File: src/rtl/alu_issue_stage.sv
// Decode/issue stage ahead of the ALU: splits instruction fields, reads operands from a
// 32-entry register file and stalls on RAW/WAW hazards via a per-register pending scoreboard.
module alu_issue_stage #(
  parameter int unsigned DATA_W = 32,
  parameter int unsigned NREGS  = 32
) (
  input  logic              clk,
  input  logic              rst_n,
  input  logic              in_valid,
  output logic              in_ready,
  input  logic [31:0]       in_instr,
  input  logic              flush,
  input  logic              wb_en,
  input  logic [4:0]        wb_addr,
  input  logic [DATA_W-1:0] wb_data,
  output logic              out_valid,
  input  logic              out_ready,
  output logic [DATA_W-1:0] alu_in1,
  output logic [DATA_W-1:0] alu_in2,
  output logic [3:0]        alu_opcode,
  output logic [3:0]        alu_cond,
  output logic              alu_s,
  output logic [2:0]        alu_sr_cont,
  output logic [4:0]        alu_sr_bit,
  output logic [15:0]       alu_imm,
  output logic [4:0]        out_rd,
  output logic              out_wr
);

  logic [3:0]        dec_opcode;
  logic [4:0]        dec_rd, dec_rn, dec_rm;
  logic              dec_writer;
  logic [DATA_W-1:0] rn_val, rm_val;

  logic [DATA_W-1:0] regs_q [NREGS];
  logic [NREGS-1:0]  pend_q, pend_d, pend_eff, wb_onehot;

  logic              hazard, accept;
  logic              out_valid_q, out_wr_q;
  logic [31:0]       out_instr_q;
  logic [DATA_W-1:0] in1_q, in2_q;

  assign dec_opcode = in_instr[27:24];
  assign dec_rd     = in_instr[22:18];
  assign dec_rn     = in_instr[17:13];
  assign dec_rm     = in_instr[12:8];
  assign dec_writer = (dec_opcode <= 4'd7) || (dec_opcode == 4'd13);

  // Operand read with same-cycle writeback bypass; r0 is hardwired to zero.
  always_comb begin
    rn_val = regs_q[dec_rn];
    if (dec_rn == 5'd0) begin
      rn_val = '0;
    end else if (wb_en && (wb_addr == dec_rn)) begin
      rn_val = wb_data;
    end
  end

  always_comb begin
    rm_val = regs_q[dec_rm];
    if (dec_rm == 5'd0) begin
      rm_val = '0;
    end else if (wb_en && (wb_addr == dec_rm)) begin
      rm_val = wb_data;
    end
  end

  always_ff @(posedge clk or negedge rst_n) begin
    if (!rst_n) begin
      for (int i = 0; i < NREGS; i++) begin
        regs_q[i] <= '0;
      end
    end else if (wb_en && (wb_addr != 5'd0)) begin
      regs_q[wb_addr] <= wb_data;
    end
  end

  // A writeback arriving this cycle resolves the pending bit for its register.
  assign wb_onehot = wb_en ? (NREGS'(1) << wb_addr) : '0;
  assign pend_eff  = pend_q & ~wb_onehot;

  assign hazard   = pend_eff[dec_rn] || pend_eff[dec_rm] || (dec_writer && pend_eff[dec_rd]);
  assign in_ready = !flush && !hazard && (!out_valid_q || out_ready);
  assign accept   = in_valid && in_ready;

  // Set for a newly issued writer wins over any clear on the same register.
  always_comb begin
    pend_d = pend_q & ~wb_onehot;
    if (flush && out_valid_q && out_wr_q) begin
      pend_d[out_instr_q[22:18]] = 1'b0;
    end
    if (accept && dec_writer && (dec_rd != 5'd0)) begin
      pend_d[dec_rd] = 1'b1;
    end
    pend_d[0] = 1'b0;
  end

  always_ff @(posedge clk or negedge rst_n) begin
    if (!rst_n) begin
      pend_q <= '0;
    end else begin
      pend_q <= pend_d;
    end
  end

  always_ff @(posedge clk or negedge rst_n) begin
    if (!rst_n) begin
      out_valid_q <= 1'b0;
      out_wr_q    <= 1'b0;
      out_instr_q <= '0;
      in1_q       <= '0;
      in2_q       <= '0;
    end else if (flush) begin
      out_valid_q <= 1'b0;
    end else if (accept) begin
      out_valid_q <= 1'b1;
      out_wr_q    <= dec_writer;
      out_instr_q <= in_instr;
      in1_q       <= rn_val;
      in2_q       <= rm_val;
    end else if (out_ready) begin
      out_valid_q <= 1'b0;
    end
  end

  assign out_valid   = out_valid_q;
  assign out_wr      = out_wr_q;
  assign alu_in1     = in1_q;
  assign alu_in2     = in2_q;
  assign alu_cond    = out_instr_q[31:28];
  assign alu_opcode  = out_instr_q[27:24];
  assign alu_s       = out_instr_q[23];
  assign out_rd      = out_instr_q[22:18];
  assign alu_sr_cont = out_instr_q[7:5];
  assign alu_sr_bit  = out_instr_q[4:0];
  assign alu_imm     = out_instr_q[15:0];

endmodule
File: config.mk
export PLATFORM = sky130hd
export DESIGN_NAME = alu_issue_stage
export DESIGN_NICKNAME = d
export VERILOG_FILES = /design/src/rtl/alu_issue_stage.sv
export SDC_FILE = /design/constraint.sdc
export NUM_CORES = 2
export LEC_CHECK = 0
export BUFFER_PORTS_ARGS = -buffer_cell sky130_fd_sc_hd__buf_2
export CAP_MARGIN = 20
export CORE_ASPECT_RATIO = 2
export CORE_MARGIN = 2
export CORE_UTILIZATION = 60
export CTS_BUF_LIST = sky130_fd_sc_hd__clkbuf_16
export DETAILED_ROUTE_END_ITERATION = 16
export HOLD_SLACK_MARGIN = 0.06
export PLACE_DENSITY_LB_ADDON = 0.2
export SLEW_MARGIN = 15
export SYNTH_ARGS = -nofsm -noshare
export SYNTH_HDL_FRONTEND = slang
export SYNTH_SLANG_ARGS = --single-unit
File: constraint.sdc
create_clock -name clk -period 2.8 [get_ports clk]
set_input_delay 0.42 -clock clk [delete_from_list [all_inputs] [get_ports clk]]
set_output_delay 0.42 -clock clk [all_outputs]
set_load 0.05 [all_outputs]
# --- Yosys cells after proc, flatten, opt, wreduce, memory -nomap -nowiden ---
# Index checks and enable logic that the tools add are counted.
op_classes:
  n_lt_le_gt_ge: 11
  n_eq_ne: 3
  n_shift: 1
  muxes: 29
  bitwise: 9
  reduce_logical: 27
op_table:
  columns: ["op", "n"]
  rows:
  - ["$bwmux 1024", 1]
  - ["$mux 32", 12]
  - ["$bmux 32 s5", 2]
  - ["$demux 32 s5", 1]
  - ["$and 32x32->32", 2]
  - ["$not 32->32", 2]
  - ["$or 32x32->32", 1]
  - ["$shl 1x5->32 const A", 1]
  - ["$lt 5x6->1 const B", 4]
  - ["$ge 6x6->1 const B", 3]
  - ["$not 5->6", 3]
  - ["$bmux 1 s5", 3]
  - ["$logic_and 1x1->1", 14]
  - ["$demux 1 s5", 2]
  - ["$eq 5x5->1", 2]
  - ["$ge 5x1->1 const B", 2]
  - ["$logic_not 5->1", 2]
  - ["$reduce_bool 5->1", 2]
  - ["$mux 1", 8]
  - ["$lt 6x1->1 const B", 1]
  - ["$eq 4x4->1 const B", 1]
  - ["$le 4x3->1 const B", 1]
  - ["$logic_or 1x1->1", 4]
  - ["$logic_not 1->1", 3]
  - ["other kinds (3)", 3]
word_totals:
  regBits: 1153
  out_inout_bits: 105
  elab_cells: 118

# --- Logic depth before layout (Yosys ltp) ---
depth:
  word_depth: 15
  depth_mapped: 14
  ltp_nobuf: 8

# --- Worst setup path after synthesis ---
# No wires, ideal clock.
synth_timing:
  kind: "input port to flip-flop"
  startpoint: "input in_instr[8]"
  endpoint: "register in2_q[0], in the netlist alu_in2[0]"
  setup_ns: 0.125
  t_arrival_ns: 2.968
  t_required_ns: 2.675
  setup_slack_ns: -0.293
  path_stages: 8
  path_buffers: 3
  path_cell_list: "clkbuf_1 > clkbuf_1 > buf_1 > mux4_2 > mux4_2 > mux2i_1 > a211oi_1 > mux2_2"
synth_via:
  elab_chain_cells: 9
synth_lines:
  columns: ["element", "line_no", "source"]
  rows:
  - ["start: declaration", "11", "input logic [31:0] in_instr,"]
  - ["$bmux 1 s5", "82", "assign hazard = pend_eff[dec_rn] || pend_eff[dec_rm] || (dec_writer && pend_eff[dec_rd]);"]
  - ["$mux 1 (implied by the code)", "82", null]
  - ["$logic_or 1x1->1 (2 in series)", "82", null]
  - ["$logic_not 1->1", "83", "assign in_ready = !flush && !hazard && (!out_valid_q || out_ready);"]
  - ["$logic_and 1x1->1 (2 in series)", "83", null]
  - ["$logic_and 1x1->1", "84", "assign accept = in_valid && in_ready;"]
  - ["$reduce_and 2->1 (no source line)", null, null]
  - ["end signal: assignment", "120", "in2_q <= rm_val;"]
  - ["end: declaration", "41", "logic [DATA_W-1:0] in1_q, in2_q;"]
# Several ways; a longest one is shown, not always the timed one. The select of a mux whose other input is x is not followed.
# A chain may end at the register's enable or synchronous reset.

# --- Worst setup path after layout ---
layout_timing:
  startpoint: "input wb_addr[0]"
  endpoint: "output in_ready"
layout_via:
  elab_chain_cells: 11
layout_lines:
  columns: ["element", "line_no", "source"]
  rows:
  - ["start: declaration", "14", "input logic [4:0] wb_addr,"]
  - ["$shl 1x5->32 *", "79", "assign wb_onehot = wb_en ? (NREGS'(1) << wb_addr) : '0;"]
  - ["$mux 32 *", "79", null]
  - ["$not 32->32 *", "80", "assign pend_eff = pend_q & ~wb_onehot;"]
  - ["$and 32x32->32 *", "80", null]
  - ["$bmux 1 s5", "82", null]
  - ["$mux 1 (implied by the code)", "82", null]
  - ["$logic_or 1x1->1 / $logic_and 1x1->1 (equally long branches)", "82", null]
  - ["$logic_or 1x1->1 *", "82", null]
  - ["$logic_not 1->1 *", "83", null]
  - ["$logic_and 1x1->1 * (2 in series)", "83", null]
  - ["end: declaration", "10", "output logic in_ready,"]
# Mark *: on every way between the ends. The rest lies on a longest branch, timed or not. The select of a mux whose other input is x is not followed.

==> impl_metrics.tcl <==
set metrics [dict create \
    holdPathStages 2 \
    overflow 0 \
    grt_max_degree 78 \
    async_flop_share 1.00 \
    synth.net_count 3921 \
    grt_usage 0.386 \
    cts_tree "yes" \
    yosysSeqAreaShare 0.473 \
    dpl.hpwl_um 125000 \
    antenna_found_initial 9 \
    ys_types 58 \
    die-area_um2 104000 \
    post_drt_wl_per_cell_um 35.6 \
    relSlewSlack 0.275 \
    r2r-end "alu_in1[20]" \
    synth_edf_count 0 \
    finalHoldViolations 0 \
    rows 165 \
    place_congestion 0.971 \
    worstSetupEndpointType "primary output" \
    syn_area_um2 60900 \
    syn-instance-count 3846 \
    drc 0 \
    yosysWarnings 0 \
    firstDrtPassIters 5 \
    synth-seq-cells 1151 \
    numCtsBuffers 101 \
    rr_worst_depth 10 \
    start_kind "input port" \
    critPathLaunch "wb_addr[0]" \
    whs_endpoint "out_instr_q[21]" \
    pre_cts_slack_ns -0.665 \
    grt_pass1_vias 43100 \
    drtIter0Drc 3605 \
    cts_root_buf "clkbuf_16" \
    min_path_type "input port to flop" \
    hold-worst-slack_ns 0.0977 \
    wirelength_um 196000 \
    power.density_nw_per_um2 718 \
    worst_slack_ns -0.240 \
    tightest_slew_ns 1.09 \
    cellLeakagePower_nw 30.4 \
    synth_flop_cell "dfrtp_1" \
    synthTopCellsByCount "dfrtp_1, mux2_2, mux4_2" \
    status "finished with violations" \
    peakVddDrop_v 0.000790 \
    max_freq_mhz 329 \
    area_growth_pct 15.2 \
    insertion_delay_ns 0.73 \
    drt.antenna.violating_nets 0 \
    timing.rr.start "pend_q[15]" \
    drive_above_1_share 0.609 \
    min_period_over_period 1.09 \
    yosysMostFrequentCell "dfrtp_1" \
    fin_skew_ns 0.0315 \
    io_buffers 179 \
    worstSetupPathType "input port to primary output" \
    via_per_inst 7.17 \
    start_util 0.603 \
    period_minus_slack_ns 3.04 \
    maxCapViolCount 0 \
    synth_top_area_cell "dfrtp_1" \
    die_width_um 229 \
    cp.required_ns 2.38 \
    synth_area_leaders "dfrtp_1, mux4_2, mux2_2, clkbuf_1, mux2i_1" \
    io_pins 180 \
    min-delay-start "in_instr[21]" \
    die_h_um 455 \
    grt_pass1_wl_um 290000 \
    syn_area_per_cell_um2 15.8 \
    htree_levels 3 \
    coreArea_um2 101000 \
    num_vias 39600 \
    synth_top_area_frac 0.473 \
    finalSetupViolations 42 \
    crit_arrival_ns 2.62 \
    slew_viol_final 0 \
    worstPathMaxFanout 10 \
    cts_num_sinks 1151 \
    clkTransAtPathRegs_ns 0.06 \
    cts_buffer_depth 3 \
    reg2reg_slack_ns -0.07 \
    violations "setup timing" \
    nNetsFinal 4175 \
    rsz0062_at_grt "true" \
]
-- logic make-up after synthesis --
family / after synthesis / share of synthesized area
simple gates: 203 / 0.0163
mux: 1804 / 0.452
compound gates: 213 / 0.0272
buf+inv: 464 / 0.0301
flops: 1151 / 0.473
xor+xnor: 11 / 0.00158
-- registers in the layout, indices dropped and copies added, names as in the netlist --
register / count
out_wr: 1
pend_q: 31
alu_in2: 32
out_valid: 1
regs_q: 1024
out_instr_q: 30
alu_in1: 32
-- worst max path at each step --
| stage | to | slack, ns | cells after the start |
|---|---|---|---|
| 2_1_floorplan | alu_in1[14] | -0.01 | 12 |
| 3_3_place_gp | in_ready | -0.72 | 10 |
| 3_5_place_dp | in_ready | -0.67 | 10 |
| 4_1_cts | in_ready | -0.24 | 7 |
| 5_1_grt | in_ready | -0.27 | 13 |
| 6_report | in_ready | -0.24 | 11 |
-- critical path, cell delays in order --
cell	delay, ns
clkbuf_4	0.17
nand4bb_2	0.36
buf_4	0.25
o21ai_1	0.30
mux4_2	0.31
a21bo_2	0.12
o211ai_1	0.11
nor2_1	0.13
buf_4	0.14
and2_4	0.16
buf_8	0.14
-- cell type report --
| class | count | area, µm² |
|---|---|---|
| fill | 6672 | 30800 |
| antenna | 3 | 7.51 |
| inverter | 12 | 47.5 |
| sequential | 1151 | 28800 |
| multi-input combinational | 2231 | 30700 |
| tap | 1336 | 1670 |
| clock inverter | 86 | 651 |
| timing repair buffer | 603 | 5740 |
| clock buffer | 102 | 2550 |
-- through the flow --
step	cell area, µm²	setup TNS (ns)	total power, mW	cells	util
after floorplan	61000	-1.05	32.0	3846	-
after global placement	66500	-74.38	35.6	5308	0.658
after detailed placement	66500	-73.35	36.5	5308	0.658
after CTS	70000	-0.239	50.5	5519	0.693
after global routing	70100	-4.28	52.2	5522	0.695
final	70100	-1.94	50.4	5524	0.695
-- power by group --
part	total (mW)	switching (mW)	internal [mW]	leakage, nW
clock	14.0	6.57	7.39	1.64
sequential	22.8	2.71	20.1	14.8
combinational	13.6	6.54	7.10	14.0
total	50.4	15.8	34.5	30.4
-- layer usage --
layer,GRT usage,part of all wire,up-vias
met1,0.472,0.35,21400
met4,0.253,0.077,12
met5,0,0.00041,-
met3,0.0787,0.078,684
met2,0.630,0.49,2060
li1,-,-,15500
-- what timing repair did --
| item | 4_1_cts | 5_1_grt |
|---|---|---|
| gates cloned | 0 | 1 |
| endpoints found under the hold margin | 48 | 0 |
| pin swaps | 8 | 4 |
| setup endpoints to repair | 1 | 17 |
| resized for setup | 37 | 21 |
| hold buffers | 21 | 0 |
| setup buffers | 3 | 1 |
-- cell usage in the layout, fill, tap and decap left out, types with 13 or more instances in the layout --
| master | count |
|---|---|
| mux4_2 | 647 |
| o41ai_2 | 13 |
| buf_2 | 167 |
| clkbuf_16 | 103 |
| o41ai_1 | 18 |
| clkinv_2 | 24 |
| a211oi_1 | 64 |
| nor2_4 | 19 |
| mux2i_1 | 70 |
| nor2_1 | 79 |
| o21ai_1 | 13 |
| nand2_1 | 20 |
| clkinv_1 | 23 |
| buf_4 | 284 |
| dfrtp_1 | 1151 |
| o211ai_1 | 22 |
| dlygate4sd3_1 | 21 |
| o21bai_1 | 24 |
| inv_1 | 29 |
| o21ai_0 | 13 |
| buf_12 | 119 |
| mux2_2 | 1084 |
Power figures use the tool's default switching activity.
